===== src/rtl/sd_decode_pkg.sv =====
// Shared definitions for the CADR source/destination decode stage:
// IR field positions, legacy functional source/destination codes,
// class encoding and the OA-modification FSM state type.
package sd_decode_pkg;

  // IR field positions
  localparam int unsigned CLASS_LSB      = 43;
  localparam int unsigned FUNCT_LSB      = 10;
  localparam int unsigned SPEC_BIT       = 8;
  localparam int unsigned ALUOP_LSB      = 3;
  localparam int unsigned MSRC_EN_BIT    = 31;
  localparam int unsigned MSRC_LSB       = 26;
  localparam int unsigned DEST_NOT_M_BIT = 25;
  localparam int unsigned DEST_FN_BIT    = 23;
  localparam int unsigned DEST_SEL_BIT   = 22;
  localparam int unsigned MDST_LSB       = 19;

  // OA register layout: low half overlays ir[25:0], high half ir[47:26]
  localparam int unsigned OA_LO_W = 26;
  localparam int unsigned OA_HI_W = 22;
  localparam int unsigned OA_W    = OA_LO_W + OA_HI_W;

  localparam int unsigned NUM_DST_CODES = 16;

  // Legacy functional source codes
  localparam int unsigned MSRC_DC      = 0;
  localparam int unsigned MSRC_SPC     = 1;
  localparam int unsigned MSRC_PDLPTR  = 2;
  localparam int unsigned MSRC_PDLIDX  = 3;
  localparam int unsigned MSRC_PDLTOP  = 4;
  localparam int unsigned MSRC_OPC     = 5;
  localparam int unsigned MSRC_Q       = 6;
  localparam int unsigned MSRC_VMA     = 8;
  localparam int unsigned MSRC_MAP     = 9;
  localparam int unsigned MSRC_MD      = 10;
  localparam int unsigned MSRC_LC      = 11;
  localparam int unsigned MSRC_SPCPOP  = 12;

  // Legacy functional destination codes
  localparam int unsigned MDST_LC      = 1;
  localparam int unsigned MDST_INTCTL  = 2;
  localparam int unsigned MDST_PDLTOP  = 8;
  localparam int unsigned MDST_PDL_P   = 9;
  localparam int unsigned MDST_PDL_X   = 10;
  localparam int unsigned MDST_PDLX    = 11;
  localparam int unsigned MDST_PDLP    = 12;
  localparam int unsigned MDST_SPC     = 13;
  localparam int unsigned MDST_IMOD0   = 14;
  localparam int unsigned MDST_IMOD1   = 15;

  typedef enum logic [1:0] {
    CLS_ALU  = 2'd0,
    CLS_JUMP = 2'd1,
    CLS_DISP = 2'd2,
    CLS_BYTE = 2'd3
  } cls_e;

  typedef enum logic [1:0] {
    OA_IDLE  = 2'd0,
    OA_WAIT  = 2'd1,
    OA_ARMED = 2'd2
  } oa_state_e;

endpackage


===== src/rtl/sd_decode_if.sv =====
// Bus bundle for sd_decode_pipe: IR intake handshake, OA write port,
// flush, and the decoded-word output handshake.
// master: upstream/downstream driver side; slave: the decode stage.
interface sd_decode_if #(
  parameter int unsigned IR_W       = 49,
  parameter int unsigned MSRC_SEL_W = 4
);
  logic                        flush;
  logic                        in_valid;
  logic                        in_ready;
  logic [IR_W-1:0]             in_ir;
  logic                        in_nop;
  logic                        idebug;
  logic                        iwrited;
  logic                        oa_wr_lo;
  logic                        oa_wr_hi;
  logic [25:0]                 oa_data;
  logic                        out_valid;
  logic                        out_ready;
  logic [IR_W-1:0]             out_ir;
  logic [3:0]                  out_class;
  logic [3:0]                  out_funct;
  logic                        out_mul;
  logic                        out_div;
  logic [2**MSRC_SEL_W-1:0]    out_msrc;
  logic                        out_dest;
  logic                        out_destm;
  logic                        out_destvma;
  logic                        out_destmdr;
  logic [15:0]                 out_mdst;
  logic                        out_imod;
  logic                        oa_wait;

  modport master (
    output flush, in_valid, in_ir, in_nop, idebug, iwrited,
           oa_wr_lo, oa_wr_hi, oa_data, out_ready,
    input  in_ready, out_valid, out_ir, out_class, out_funct, out_mul,
           out_div, out_msrc, out_dest, out_destm, out_destvma,
           out_destmdr, out_mdst, out_imod, oa_wait
  );

  modport slave (
    input  flush, in_valid, in_ir, in_nop, idebug, iwrited,
           oa_wr_lo, oa_wr_hi, oa_data, out_ready,
    output in_ready, out_valid, out_ir, out_class, out_funct, out_mul,
           out_div, out_msrc, out_dest, out_destm, out_destvma,
           out_destmdr, out_mdst, out_imod, oa_wait
  );
endinterface


===== src/rtl/sd_decode_comb.sv =====
// Pure combinational decode of a (possibly OA-merged) microinstruction.
// Ports: m = merged IR, nop = suppress all strobes;
// outputs are one-hot class/funct/msrc/mdst plus special-ALU and
// destination class strobes.
module sd_decode_comb
  import sd_decode_pkg::*;
#(
  parameter int unsigned IR_W       = 49,
  parameter int unsigned MSRC_SEL_W = 4,
  parameter int unsigned NUM_MSRC   = 13,
  parameter int unsigned NUM_MDST   = 16
) (
  input  logic [IR_W-1:0]            m,
  input  logic                       nop,
  output logic [3:0]                 cls_c,
  output logic [3:0]                 funct_c,
  output logic                       mul_c,
  output logic                       div_c,
  output logic [2**MSRC_SEL_W-1:0]   msrc_c,
  output logic                       dest_c,
  output logic                       destm_c,
  output logic                       destvma_c,
  output logic                       destmdr_c,
  output logic [NUM_DST_CODES-1:0]   mdst_c
);

  cls_e                  cls;
  logic [MSRC_SEL_W-1:0] msrc_idx;
  logic [3:0]            mdst_idx;
  logic                  alu_op;
  logic                  byte_op;
  logic                  unused_bits;

  // Only selected fields are decoded; the rest of the word passes through.
  assign unused_bits = ^m;

  always_comb begin
    cls       = cls_e'(m[CLASS_LSB +: 2]);
    msrc_idx  = m[MSRC_LSB +: MSRC_SEL_W];
    mdst_idx  = {m[DEST_SEL_BIT], m[MDST_LSB +: 3]};
    alu_op    = (cls == CLS_ALU);
    byte_op   = (cls == CLS_BYTE);
    cls_c     = '0;
    funct_c   = '0;
    mul_c     = 1'b0;
    div_c     = 1'b0;
    msrc_c    = '0;
    dest_c    = 1'b0;
    destm_c   = 1'b0;
    destvma_c = 1'b0;
    destmdr_c = 1'b0;
    mdst_c    = '0;
    if (!nop) begin
      cls_c[m[CLASS_LSB +: 2]]   = 1'b1;
      funct_c[m[FUNCT_LSB +: 2]] = 1'b1;
      mul_c = alu_op & m[SPEC_BIT] & (m[ALUOP_LSB +: 2] == 2'b00);
      div_c = alu_op & m[SPEC_BIT] & (m[ALUOP_LSB +: 2] != 2'b00);
      // Unimplemented source codes decode to nothing
      if (m[MSRC_EN_BIT] && (32'(msrc_idx) < NUM_MSRC))
        msrc_c[msrc_idx] = 1'b1;
      dest_c    = alu_op | byte_op;
      destm_c   = dest_c & ~m[DEST_NOT_M_BIT];
      destvma_c = destm_c & m[DEST_FN_BIT] & ~m[DEST_SEL_BIT];
      destmdr_c = destm_c & m[DEST_FN_BIT] & m[DEST_SEL_BIT];
      if (destm_c && !m[DEST_FN_BIT] && (32'(mdst_idx) < NUM_MDST))
        mdst_c[mdst_idx] = 1'b1;
    end
  end

endmodule


===== src/rtl/sd_decode_pipe.sv =====
// Registered source/destination/op decode stage with OA (imod) merge.
// Ports: clk, reset_n (async active-low), bus (sd_decode_if.slave):
// IR intake handshake, OA write port, flush, decoded output handshake.
// One-cycle latency; intake stalls while an OA write is outstanding.
module sd_decode_pipe
  import sd_decode_pkg::*;
#(
  parameter int unsigned IR_W       = 49,
  parameter int unsigned MSRC_SEL_W = 4,
  parameter int unsigned NUM_MSRC   = 13,
  parameter int unsigned NUM_MDST   = 16
) (
  input logic        clk,
  input logic        reset_n,
  sd_decode_if.slave bus
);

  localparam int unsigned MSRC_N = 2**MSRC_SEL_W;

  oa_state_e                  state, state_n;
  logic [1:0]                 pend, pend_n;
  logic [OA_W-1:0]            oa_reg, oa_reg_n, oa_upd_c;
  logic                       accept_c, merge_c, oa_write_c, imod_c;
  logic [IR_W-1:0]            m_c;
  logic [3:0]                 cls_c, funct_c;
  logic                       mul_c, div_c;
  logic [MSRC_N-1:0]          msrc_c;
  logic                       dest_c, destm_c, destvma_c, destmdr_c;
  logic [NUM_DST_CODES-1:0]   mdst_c;

  assign bus.in_ready = ~bus.oa_wait & ~bus.flush & (~bus.out_valid | bus.out_ready);
  assign accept_c     = bus.in_valid & bus.in_ready;

  // OA bits only apply to the first real word after the writes complete
  assign merge_c = (state == OA_ARMED) & ~bus.in_nop;
  assign m_c     = merge_c ? (bus.in_ir | IR_W'(oa_reg)) : bus.in_ir;

  sd_decode_comb #(
    .IR_W       (IR_W),
    .MSRC_SEL_W (MSRC_SEL_W),
    .NUM_MSRC   (NUM_MSRC),
    .NUM_MDST   (NUM_MDST)
  ) u_comb (
    .m         (m_c),
    .nop       (bus.in_nop),
    .cls_c     (cls_c),
    .funct_c   (funct_c),
    .mul_c     (mul_c),
    .div_c     (div_c),
    .msrc_c    (msrc_c),
    .dest_c    (dest_c),
    .destm_c   (destm_c),
    .destvma_c (destvma_c),
    .destmdr_c (destmdr_c),
    .mdst_c    (mdst_c)
  );

  // mdst is already zero for NOPs, so this only fires on real words
  assign oa_write_c = mdst_c[MDST_IMOD0] | mdst_c[MDST_IMOD1];
  assign imod_c     = merge_c | oa_write_c | bus.idebug | bus.iwrited;

  // OA register with this cycle's half-writes ORed in
  always_comb begin
    oa_upd_c = oa_reg;
    if (bus.oa_wr_lo)
      oa_upd_c[OA_LO_W-1:0] = oa_upd_c[OA_LO_W-1:0] | bus.oa_data;
    if (bus.oa_wr_hi)
      oa_upd_c[OA_W-1:OA_LO_W] = oa_upd_c[OA_W-1:OA_LO_W] | bus.oa_data[OA_HI_W-1:0];
  end

  // OA FSM next-state
  always_comb begin
    state_n  = state;
    pend_n   = pend;
    oa_reg_n = oa_reg;
    case (state)
      OA_IDLE: begin
        if (accept_c && oa_write_c) begin
          pend_n  = {mdst_c[MDST_IMOD1], mdst_c[MDST_IMOD0]};
          state_n = OA_WAIT;
        end
      end
      OA_WAIT: begin
        oa_reg_n = oa_upd_c;
        if (bus.oa_wr_lo) pend_n[0] = 1'b0;
        if (bus.oa_wr_hi) pend_n[1] = 1'b0;
        if (pend_n == 2'b00) state_n = OA_ARMED;
      end
      OA_ARMED: begin
        oa_reg_n = oa_upd_c;
        if (accept_c && !bus.in_nop) begin
          // Merge consumed; a word that itself writes OA starts a fresh wait
          oa_reg_n = '0;
          if (oa_write_c) begin
            pend_n  = {mdst_c[MDST_IMOD1], mdst_c[MDST_IMOD0]};
            state_n = OA_WAIT;
          end else begin
            state_n = OA_IDLE;
          end
        end
      end
      default: state_n = OA_IDLE;
    endcase
    if (bus.flush) begin
      state_n  = OA_IDLE;
      pend_n   = 2'b00;
      oa_reg_n = '0;
    end
  end

  // OA FSM state register
  always_ff @(posedge clk or negedge reset_n) begin
    if (!reset_n) begin
      state       <= OA_IDLE;
      pend        <= 2'b00;
      oa_reg      <= '0;
      bus.oa_wait <= 1'b0;
    end else begin
      state       <= state_n;
      pend        <= pend_n;
      oa_reg      <= oa_reg_n;
      bus.oa_wait <= (state_n == OA_WAIT);
    end
  end

  // Output register: load on accept, hold under backpressure
  always_ff @(posedge clk or negedge reset_n) begin
    if (!reset_n) begin
      bus.out_valid   <= 1'b0;
      bus.out_ir      <= '0;
      bus.out_class   <= '0;
      bus.out_funct   <= '0;
      bus.out_mul     <= 1'b0;
      bus.out_div     <= 1'b0;
      bus.out_msrc    <= '0;
      bus.out_dest    <= 1'b0;
      bus.out_destm   <= 1'b0;
      bus.out_destvma <= 1'b0;
      bus.out_destmdr <= 1'b0;
      bus.out_mdst    <= '0;
      bus.out_imod    <= 1'b0;
    end else if (bus.flush) begin
      bus.out_valid <= 1'b0;
    end else if (accept_c) begin
      bus.out_valid   <= 1'b1;
      bus.out_ir      <= m_c;
      bus.out_class   <= cls_c;
      bus.out_funct   <= funct_c;
      bus.out_mul     <= mul_c;
      bus.out_div     <= div_c;
      bus.out_msrc    <= msrc_c;
      bus.out_dest    <= dest_c;
      bus.out_destm   <= destm_c;
      bus.out_destvma <= destvma_c;
      bus.out_destmdr <= destmdr_c;
      bus.out_mdst    <= mdst_c;
      bus.out_imod    <= imod_c;
    end else if (bus.out_ready) begin
      bus.out_valid <= 1'b0;
    end
  end

endmodule

===== src/flat_wrapper.sv =====
// flat-port wrapper written by rule: the top's interface ports become plain ports
module sd_decode_pipe_flat import sd_decode_pkg::*;
#(
  parameter int unsigned IR_W       = 49,
  parameter int unsigned MSRC_SEL_W = 4,
  parameter int unsigned NUM_MSRC   = 13,
  parameter int unsigned NUM_MDST   = 16
)
  (clk, reset_n, bus_flush, bus_in_valid, bus_in_ir, bus_in_nop, bus_idebug, bus_iwrited, bus_oa_wr_lo, bus_oa_wr_hi, bus_oa_data, bus_out_ready, bus_in_ready, bus_out_valid, bus_out_ir, bus_out_class, bus_out_funct, bus_out_mul, bus_out_div, bus_out_msrc, bus_out_dest, bus_out_destm, bus_out_destvma, bus_out_destmdr, bus_out_mdst, bus_out_imod, bus_oa_wait);
  sd_decode_if #(.IR_W(IR_W), .MSRC_SEL_W(MSRC_SEL_W)) bus_i ();
  input logic clk;
  input logic reset_n;
  input wire logic [$bits(bus_i.flush)-1:0] bus_flush;
  input wire logic [$bits(bus_i.in_valid)-1:0] bus_in_valid;
  input wire logic [$bits(bus_i.in_ir)-1:0] bus_in_ir;
  input wire logic [$bits(bus_i.in_nop)-1:0] bus_in_nop;
  input wire logic [$bits(bus_i.idebug)-1:0] bus_idebug;
  input wire logic [$bits(bus_i.iwrited)-1:0] bus_iwrited;
  input wire logic [$bits(bus_i.oa_wr_lo)-1:0] bus_oa_wr_lo;
  input wire logic [$bits(bus_i.oa_wr_hi)-1:0] bus_oa_wr_hi;
  input wire logic [$bits(bus_i.oa_data)-1:0] bus_oa_data;
  input wire logic [$bits(bus_i.out_ready)-1:0] bus_out_ready;
  output wire logic [$bits(bus_i.in_ready)-1:0] bus_in_ready;
  output wire logic [$bits(bus_i.out_valid)-1:0] bus_out_valid;
  output wire logic [$bits(bus_i.out_ir)-1:0] bus_out_ir;
  output wire logic [$bits(bus_i.out_class)-1:0] bus_out_class;
  output wire logic [$bits(bus_i.out_funct)-1:0] bus_out_funct;
  output wire logic [$bits(bus_i.out_mul)-1:0] bus_out_mul;
  output wire logic [$bits(bus_i.out_div)-1:0] bus_out_div;
  output wire logic [$bits(bus_i.out_msrc)-1:0] bus_out_msrc;
  output wire logic [$bits(bus_i.out_dest)-1:0] bus_out_dest;
  output wire logic [$bits(bus_i.out_destm)-1:0] bus_out_destm;
  output wire logic [$bits(bus_i.out_destvma)-1:0] bus_out_destvma;
  output wire logic [$bits(bus_i.out_destmdr)-1:0] bus_out_destmdr;
  output wire logic [$bits(bus_i.out_mdst)-1:0] bus_out_mdst;
  output wire logic [$bits(bus_i.out_imod)-1:0] bus_out_imod;
  output wire logic [$bits(bus_i.oa_wait)-1:0] bus_oa_wait;
  assign bus_i.flush = bus_flush;
  assign bus_i.in_valid = bus_in_valid;
  assign bus_i.in_ir = bus_in_ir;
  assign bus_i.in_nop = bus_in_nop;
  assign bus_i.idebug = bus_idebug;
  assign bus_i.iwrited = bus_iwrited;
  assign bus_i.oa_wr_lo = bus_oa_wr_lo;
  assign bus_i.oa_wr_hi = bus_oa_wr_hi;
  assign bus_i.oa_data = bus_oa_data;
  assign bus_i.out_ready = bus_out_ready;
  assign bus_in_ready = bus_i.in_ready;
  assign bus_out_valid = bus_i.out_valid;
  assign bus_out_ir = bus_i.out_ir;
  assign bus_out_class = bus_i.out_class;
  assign bus_out_funct = bus_i.out_funct;
  assign bus_out_mul = bus_i.out_mul;
  assign bus_out_div = bus_i.out_div;
  assign bus_out_msrc = bus_i.out_msrc;
  assign bus_out_dest = bus_i.out_dest;
  assign bus_out_destm = bus_i.out_destm;
  assign bus_out_destvma = bus_i.out_destvma;
  assign bus_out_destmdr = bus_i.out_destmdr;
  assign bus_out_mdst = bus_i.out_mdst;
  assign bus_out_imod = bus_i.out_imod;
  assign bus_oa_wait = bus_i.oa_wait;
  sd_decode_pipe #(.IR_W(IR_W), .MSRC_SEL_W(MSRC_SEL_W), .NUM_MSRC(NUM_MSRC), .NUM_MDST(NUM_MDST)) u_core (.clk(clk), .reset_n(reset_n), .bus(bus_i));
endmodule

===== config.mk =====
export PLATFORM = sky130hd
export DESIGN_NAME = sd_decode_pipe_flat
export DESIGN_NICKNAME = d
export VERILOG_FILES = /design/src/rtl/sd_decode_pkg.sv /design/src/rtl/sd_decode_if.sv /design/src/rtl/sd_decode_comb.sv /design/src/rtl/sd_decode_pipe.sv /design/src/flat_wrapper.sv
export SDC_FILE = /design/constraint.sdc
export NUM_CORES = 1
export LEC_CHECK = 0
export ABC_AREA = 1
export CORE_MARGIN = 10
export CORE_UTILIZATION = 54
export DETAILED_ROUTE_END_ITERATION = 10
export GPL_TIMING_DRIVEN = 1
export PLACE_DENSITY = 0.87
export SLEW_MARGIN = 20
export SYNTH_ARGS = -nofsm -noshare
export SYNTH_HDL_FRONTEND = slang
export SYNTH_HIERARCHICAL = 1
export SYNTH_SLANG_ARGS = --single-unit

===== constraint.sdc =====
create_clock -name clk -period 4.1 [get_ports clk]
set_input_delay 0.82 -clock clk [delete_from_list [all_inputs] [get_ports clk]]
set_output_delay 0.82 -clock clk [all_outputs]
set_load 0.1 [all_outputs]

==> flow_summary.ini, run 1 <==
[clock_tree]
clk_pin_slew_worst_paths_ps = 50
cts_tree = yes
insertion_delay_ps = 420
root_buffer = clkbuf_16
cts_resized = 0
numClockSinks = 150
htree_levels = 4
postCtsSetupBuffers = 0
clockBufferDepth = 2
cts_made_buffers = 17
postCtsHoldBufs = 0

[finish]
largest_register_ffs = 49
antennaDiodeCount = 0
final_cell_mix = 382 x nand2_1, 181 x clkdlybuf4s50_1, 150 x dfrtp_1
drive_above_1_share_pct = 6.89
final_common_cell = nand2_1
finalNonFillerCells = 1279
fin_nets = 1181
area_growth_pct = 32.8

[floorplanning]
dieArea_sq_um = 18700
die_w_um = 137
start_util_pct = 55.5
ios = 184
die_h_um = 137
coreArea_sq_um = 13300
rows = 42

[pwr]
report.power.total_mw = 4.40
pwr-share-clk_pct = 32.0
power_frac_seq_pct = 37.7
ir_drop_mv = 0.328
p_leak_nw = 5.14
power.internal_mw = 2.77
powerDensity_nw_per_um2 = 449
switching_power_mw = 1.62
p_comb_share_pct = 30.3
switching_share_pct = 36.9

[drt]
firstDrtPassIters = 5
dr.first_iter.drc_count = 522
route.detailed.drc = 0
wirelength_um = 20000
via_per_inst = 4.87
ant_nets = 0
routedWlPerCell_um = 15.6
vias = 6235

[place]
place_hpwl_um = 14200
dp.cells = 1249
io_buffers = 183
finalWeightedCongestion = 0.873

[worst_setup_path]
critPathArrivalTime_ps = 3360
crit_path_max_incr_delay_ps = 470
crit_path_end_kind = flip-flop
crit_slowest_cell = clkdlybuf4s50_1
start_kind = input port
path_cells = clkdlybuf4s50_1 -> nor2_4 -> inv_2 -> o21bai_4 -> inv_1 -> ha_1 -> nor2_2 -> nand2_2 -> nor3_1 -> inv_1 -> nand2_1 -> nand4_1 -> nand2_1 -> nand3_1 -> nand2_1 -> nand2_1
critPathMaxFanout = 10
cpMostUsedCell = nand2_1
cp.required_ps = 4410
timing.setup.critical_path_class = in -> reg

[hold_path]
holdCritPathClass = reg -> reg

[global_route]
grt_pass1_vias = 6271
grt_start_max_net_pins = 102
overflow = 0
grt_usage_pct = 21.4
antenna_found_initial = 0
grt_pass1_wl_um = 31500

[flow_run]
cap_viol_max_count = 0

[timing]
max_slew_margin_pct = 26.2
worst_slew_pin_slew_ps = 1100
min_period_ps = 3050
fin_worst_skew_ps = 6.74
slew_viol_final = 0
fmax_ghz = 0.328
fin_crit_sh_pct = 74.4
setup_viol = 0
rsz0062_at_grt = no
setup_tns_ps = 0
hold_viol = 0

[logic_synthesis]
synthCells = 922
seq_area_frac_synth_pct = 50.9
synth_cell_types = 25
syn_avg_cell_area_sq_um = 8.00
yosys_warnings = 6
synthesis.area_sq_um = 7370
synth-seq-cells = 150

[run_status]
status = finished clean
[critical path, delay by kind of cell]
family / cells / cell delay, ps
buf+inv: 4 / 770
fa+ha+maj: 1 / 340
simple gates: 10 / 1250
compound gates: 1 / 170
[cells in the mapped netlist, drive strengths merged]
| cell | number | share of area (%) |
|---|---|---|
| ha | 4 | 0.68 |
| inv | 154 | 7.8 |
| o21ai | 50 | 3.4 |
| nor2 | 48 | 2.8 |
| clkinv | 1 | 0.068 |
| buf | 33 | 3.2 |
| conb | 1 | 0.051 |
| a21oi | 1 | 0.12 |
| clkbuf | 9 | 0.46 |
| nand3 | 19 | 1.4 |
| nand2 | 385 | 20 |
| nor4 | 1 | 0.085 |
| dfrtp | 150 | 51 |
| nand4 | 4 | 0.34 |
| nor3 | 14 | 0.95 |
| o21bai | 48 | 7.9 |
[cells by family (layout without fill, tap and decap cells)]
logic type               Yosys count  count (layout)  share of synthesized area [%]
AND/OR/NAND/NOR                  471             471                           25.3
flip-flops                       150             150                           50.9
other                              1               3                         0.0509
AO/OA/AOI/OAI                     99              99                           11.5
adder cells (fa/ha/maj)            4               4                          0.679
buffers and inverters            197             376                           11.6
[path summary, 6_finish.rpt]
check | start | endpoint | slack [ps] | depth (start not counted)
setup reg to reg | u_core/state[0] | u_core/pend[0] | 1390 | 17
hold reg to reg | u_core/bus.out_msrc[14] | u_core/bus.out_msrc[14] | 470 | 2
hold / removal | u_core/bus.out_msrc[14] | u_core/bus.out_msrc[14] | 470 | 2
min in group asynchronous | reset_n | u_core/bus.out_ir[40] | 500 | 1
max in group asynchronous | reset_n | u_core/bus.out_mdst[4] | 2800 | 2
setup / recovery | bus_in_nop | u_core/pend[0] | 1050 | 16
[power by group through the flow]
stage / Clock [mW] / Sequential, mW / Combinational [mW]
2_1_floorplan: 0 / 2.37 / 0.260
3_3_place_gp: 0 / 1.68 / 1.33
3_5_place_dp: 0 / 1.68 / 1.34
4_1_cts: 1.43 / 1.66 / 1.34
5_1_grt: 1.50 / 1.67 / 1.40
6_report: 1.41 / 1.66 / 1.33
[area by class of cell]
class	instances	area, sq um
Sequential cell	150	3750
Clock buffer	26	509
Clock inverter	4	20.0
Multi-Input combinational cell	577	2790
Fill cell	969	3500
Tap cell	176	220
Inverter	155	584
Timing Repair Buffer	191	1920
[metrics by stage]
stage | utilization, % | cell area [sq um] | hold slack [ps] | setup slack (ps)
after floorplan | - | 7380 | 442 | 1250
after global placement | 69.7 | 9260 | 461 | 752
after detailed placement | 69.7 | 9260 | 464 | 655
after CTS | 73.6 | 9790 | 481 | 1080
after global routing | 73.6 | 9790 | 490 | 753
final | 73.6 | 9790 | 474 | 1050
[routing by layer]
metal	vias up	wire length (um)	GRT usage [%]
met3	37	1520	6.71
met5	-	0	0
met4	0	517	9.84
met1	2901	7990	24.8
met2	211	9980	35.6
li1	3086	-	-
Note: power is estimated with default switching activity, not from simulation.
==> run 2, diff against run 1 <==
--- a/config.mk
+++ b/config.mk
@@ -7,10 +7,10 @@
 export LEC_CHECK = 0
 export ABC_AREA = 1
 export CORE_MARGIN = 10
-export CORE_UTILIZATION = 54
+export CORE_UTILIZATION = 45
 export DETAILED_ROUTE_END_ITERATION = 10
 export GPL_TIMING_DRIVEN = 1
-export PLACE_DENSITY = 0.87
+export PLACE_DENSITY = 0.77
 export SLEW_MARGIN = 20
 export SYNTH_ARGS = -nofsm -noshare
 export SYNTH_HDL_FRONTEND = slang
==> constraint.sdc (replaced) <==
create_clock -name clk -period 2.55 [get_ports clk]
set_input_delay 0.51 -clock clk [delete_from_list [all_inputs] [get_ports clk]]
set_output_delay 0.51 -clock clk [all_outputs]
set_load 0.1 [all_outputs]
==> run 2 against run 1 <==
Worst setup slack lost 850 ps; largest power group is now clock; clock skew is essentially flat; critical path type is now reg -> reg; critical endpoint is now u_core/pend[1]; largest cell class unchanged; routed wire length grew 2.1%; highest routed layer unchanged.
==> flow_summary.ini, run 2 (synthesis results as in run 1) <==
[run_status]
status = finished clean

[timing]
fin_worst_skew_ps = 6.46
setup_viol = 0
max_slew_margin_pct = 59.0
worst_slew_pin_slew_ps = 615
final.setup.worst_slack_ps = 200
slew_viol_final = 0
min_period_ps = 2350
rsz0062_at_grt = no
fmax_ghz = 0.425
fin_crit_sh_pct = 92.2
setup_tns_ps = 0
hold_viol = 0

[pwr]
power_frac_seq_pct = 35.3
switching_share_pct = 35.9
power.internal_mw = 4.85
powerDensity_nw_per_um2 = 754
ir_drop_mv = 0.533
switching_power_mw = 2.72
p_comb_share_pct = 28.3
pwr-share-clk_pct = 36.4
p_leak_nw = 5.51

[global_route]
grt_usage_pct = 18.8
grt_pass1_wl_um = 32800
grt_pass1_vias = 6223
grt_start_max_net_pins = 85
antenna_found_initial = 0
overflow = 0

[finish]
fin_nets = 1211
finalNonFillerCells = 1350
largest_register_ffs = 49
final_cell_mix = 380 x nand2_1, 150 x dfrtp_1, 146 x inv_1
area_growth_pct = 36.0
fillers = 1393
drive_above_1_share_pct = 19.0
final_common_cell = nand2_1
antennaDiodeCount = 0

[clock_tree]
htree_levels = 4
clk_pin_slew_worst_paths_ps = 60
cts_tree = yes
numClockSinks = 150
clockBufferDepth = 2
root_buffer = clkbuf_16
cts_made_buffers = 17
postCtsHoldBufs = 0
insertion_delay_ps = 420

[floorplanning]
die_h_um = 148
start_util_pct = 46.1
coreArea_sq_um = 16000
ios = 184
dieArea_sq_um = 21900
rows = 46
die_w_um = 148

[drt]
ant_nets = 0
dr.first_iter.drc_count = 332
wirelength_um = 20400
firstDrtPassIters = 5
route.detailed.drc = 0
routedWlPerCell_um = 15.1
via_per_inst = 4.61
vias = 6228

[place]
dp.cells = 1319
dpl_worst_slack_ps = -418
place_hpwl_um = 14800
io_buffers = 183
finalWeightedCongestion = 0.922

[worst_setup_path]
cpMostUsedCell = nand2_2
path_cells = inv_2 -> nand2_2 -> nor2_4 -> inv_4 -> o21bai_4 -> inv_1 -> ha_4 -> nor2_2 -> nand2_2 -> nor3_2 -> inv_1 -> nand2_2 -> nand4_1 -> nand2_2 -> nand3_1 -> nand2_1 -> nand2_1
crit_path_end_kind = flip-flop
cp.required_ps = 2860
crit_slowest_cell = dfrtp_1
critPathArrivalTime_ps = 2660
startpoint = u_core/state[0]
timing.setup.critical_path_class = reg -> reg
reg2reg_from = u_core/state[0]
start_kind = flip-flop
crit_path_max_incr_delay_ps = 400
critPathMaxFanout = 4

[flow_run]
cap_viol_max_count = 0

[hold_path]
holdCritPathClass = in -> async
## run 2: changes by cell type in the layout (fill, tap and decap cells not counted), moves of 3 or more
cell	delta
bufinv_16	+5
clkbuf_1	-3
buf_12	+4
clkbuf_8	-4
clkdlybuf4s50_1	-99
buf_4	+124
## run 2: final cells by class
type                            instances  area (sq um)  share of cell area, %
Tap cell                              216           270                   2.69
Clock buffer                           19           443                   4.42
Sequential cell                       150          3750                   37.4
Clock inverter                         12           201                   2.01
Inverter                              155           587                   5.85
Multi-Input combinational cell        577          2830                   28.2
Timing Repair Buffer                  221          1940                   19.4
## run 2: path summary, 6_finish.rpt
path	end	slack, ps	depth (start not counted)
worst max-delay path	u_core/pend[1]	200	17
worst min-delay path	u_core/bus.out_ir[38]	70	1
worst max register to register	u_core/pend[1]	200	17
worst min register to register	u_core/bus.out_mdst[3]	480	2
max in group asynchronous	u_core/bus.out_ir[25]	1800	2
min in group clk	u_core/bus.out_mdst[3]	480	2
## run 2: repair_timing
item / CTS / global route
endpoints found under the setup margin: 4 / 4
pin swaps: 0 / 1
setup buffers: 0 / 0
resized for setup: 4 / 6
## run 2: critical path: cells and delay by family (launching register included)
family	cells	cell delay, ps
adder cells (fa/ha/maj)	1	250
AO/OA/AOI/OAI	1	120
flip-flops	1	400
buffers and inverters	4	340
AND/OR/NAND/NOR	11	1110
## run 2: layer usage
layer	up-vias	routed length, um	track usage [%]
met4	0	309	5.75
met1	2874	8890	23.9
met2	183	9800	30.4
met3	21	1420	5.01
met5	-	0	0
li1	3150	-	-
## run 2: per-stage QoR
stage	cell area, sq um	utilization (%)	total power, mW	hold slack, ps
global route	10000	62.7	7.86	98.9
floorplan	7380	-	4.22	214
detailed placement	9340	58.4	4.86	466
global placement	9340	58.4	4.84	463
finish	10000	62.7	7.56	72.3
CTS	10000	62.5	7.63	88.4
## run 2: power groups by stage
stage / Combinational, mW / Clock (mW) / Sequential (mW)
finish: 2.14 / 2.75 / 2.67
global route: 2.25 / 2.92 / 2.69
CTS: 2.16 / 2.81 / 2.67
detailed placement: 2.15 / 0 / 2.70
global placement: 2.14 / 0 / 2.70
floorplan: 0.419 / 0 / 3.80
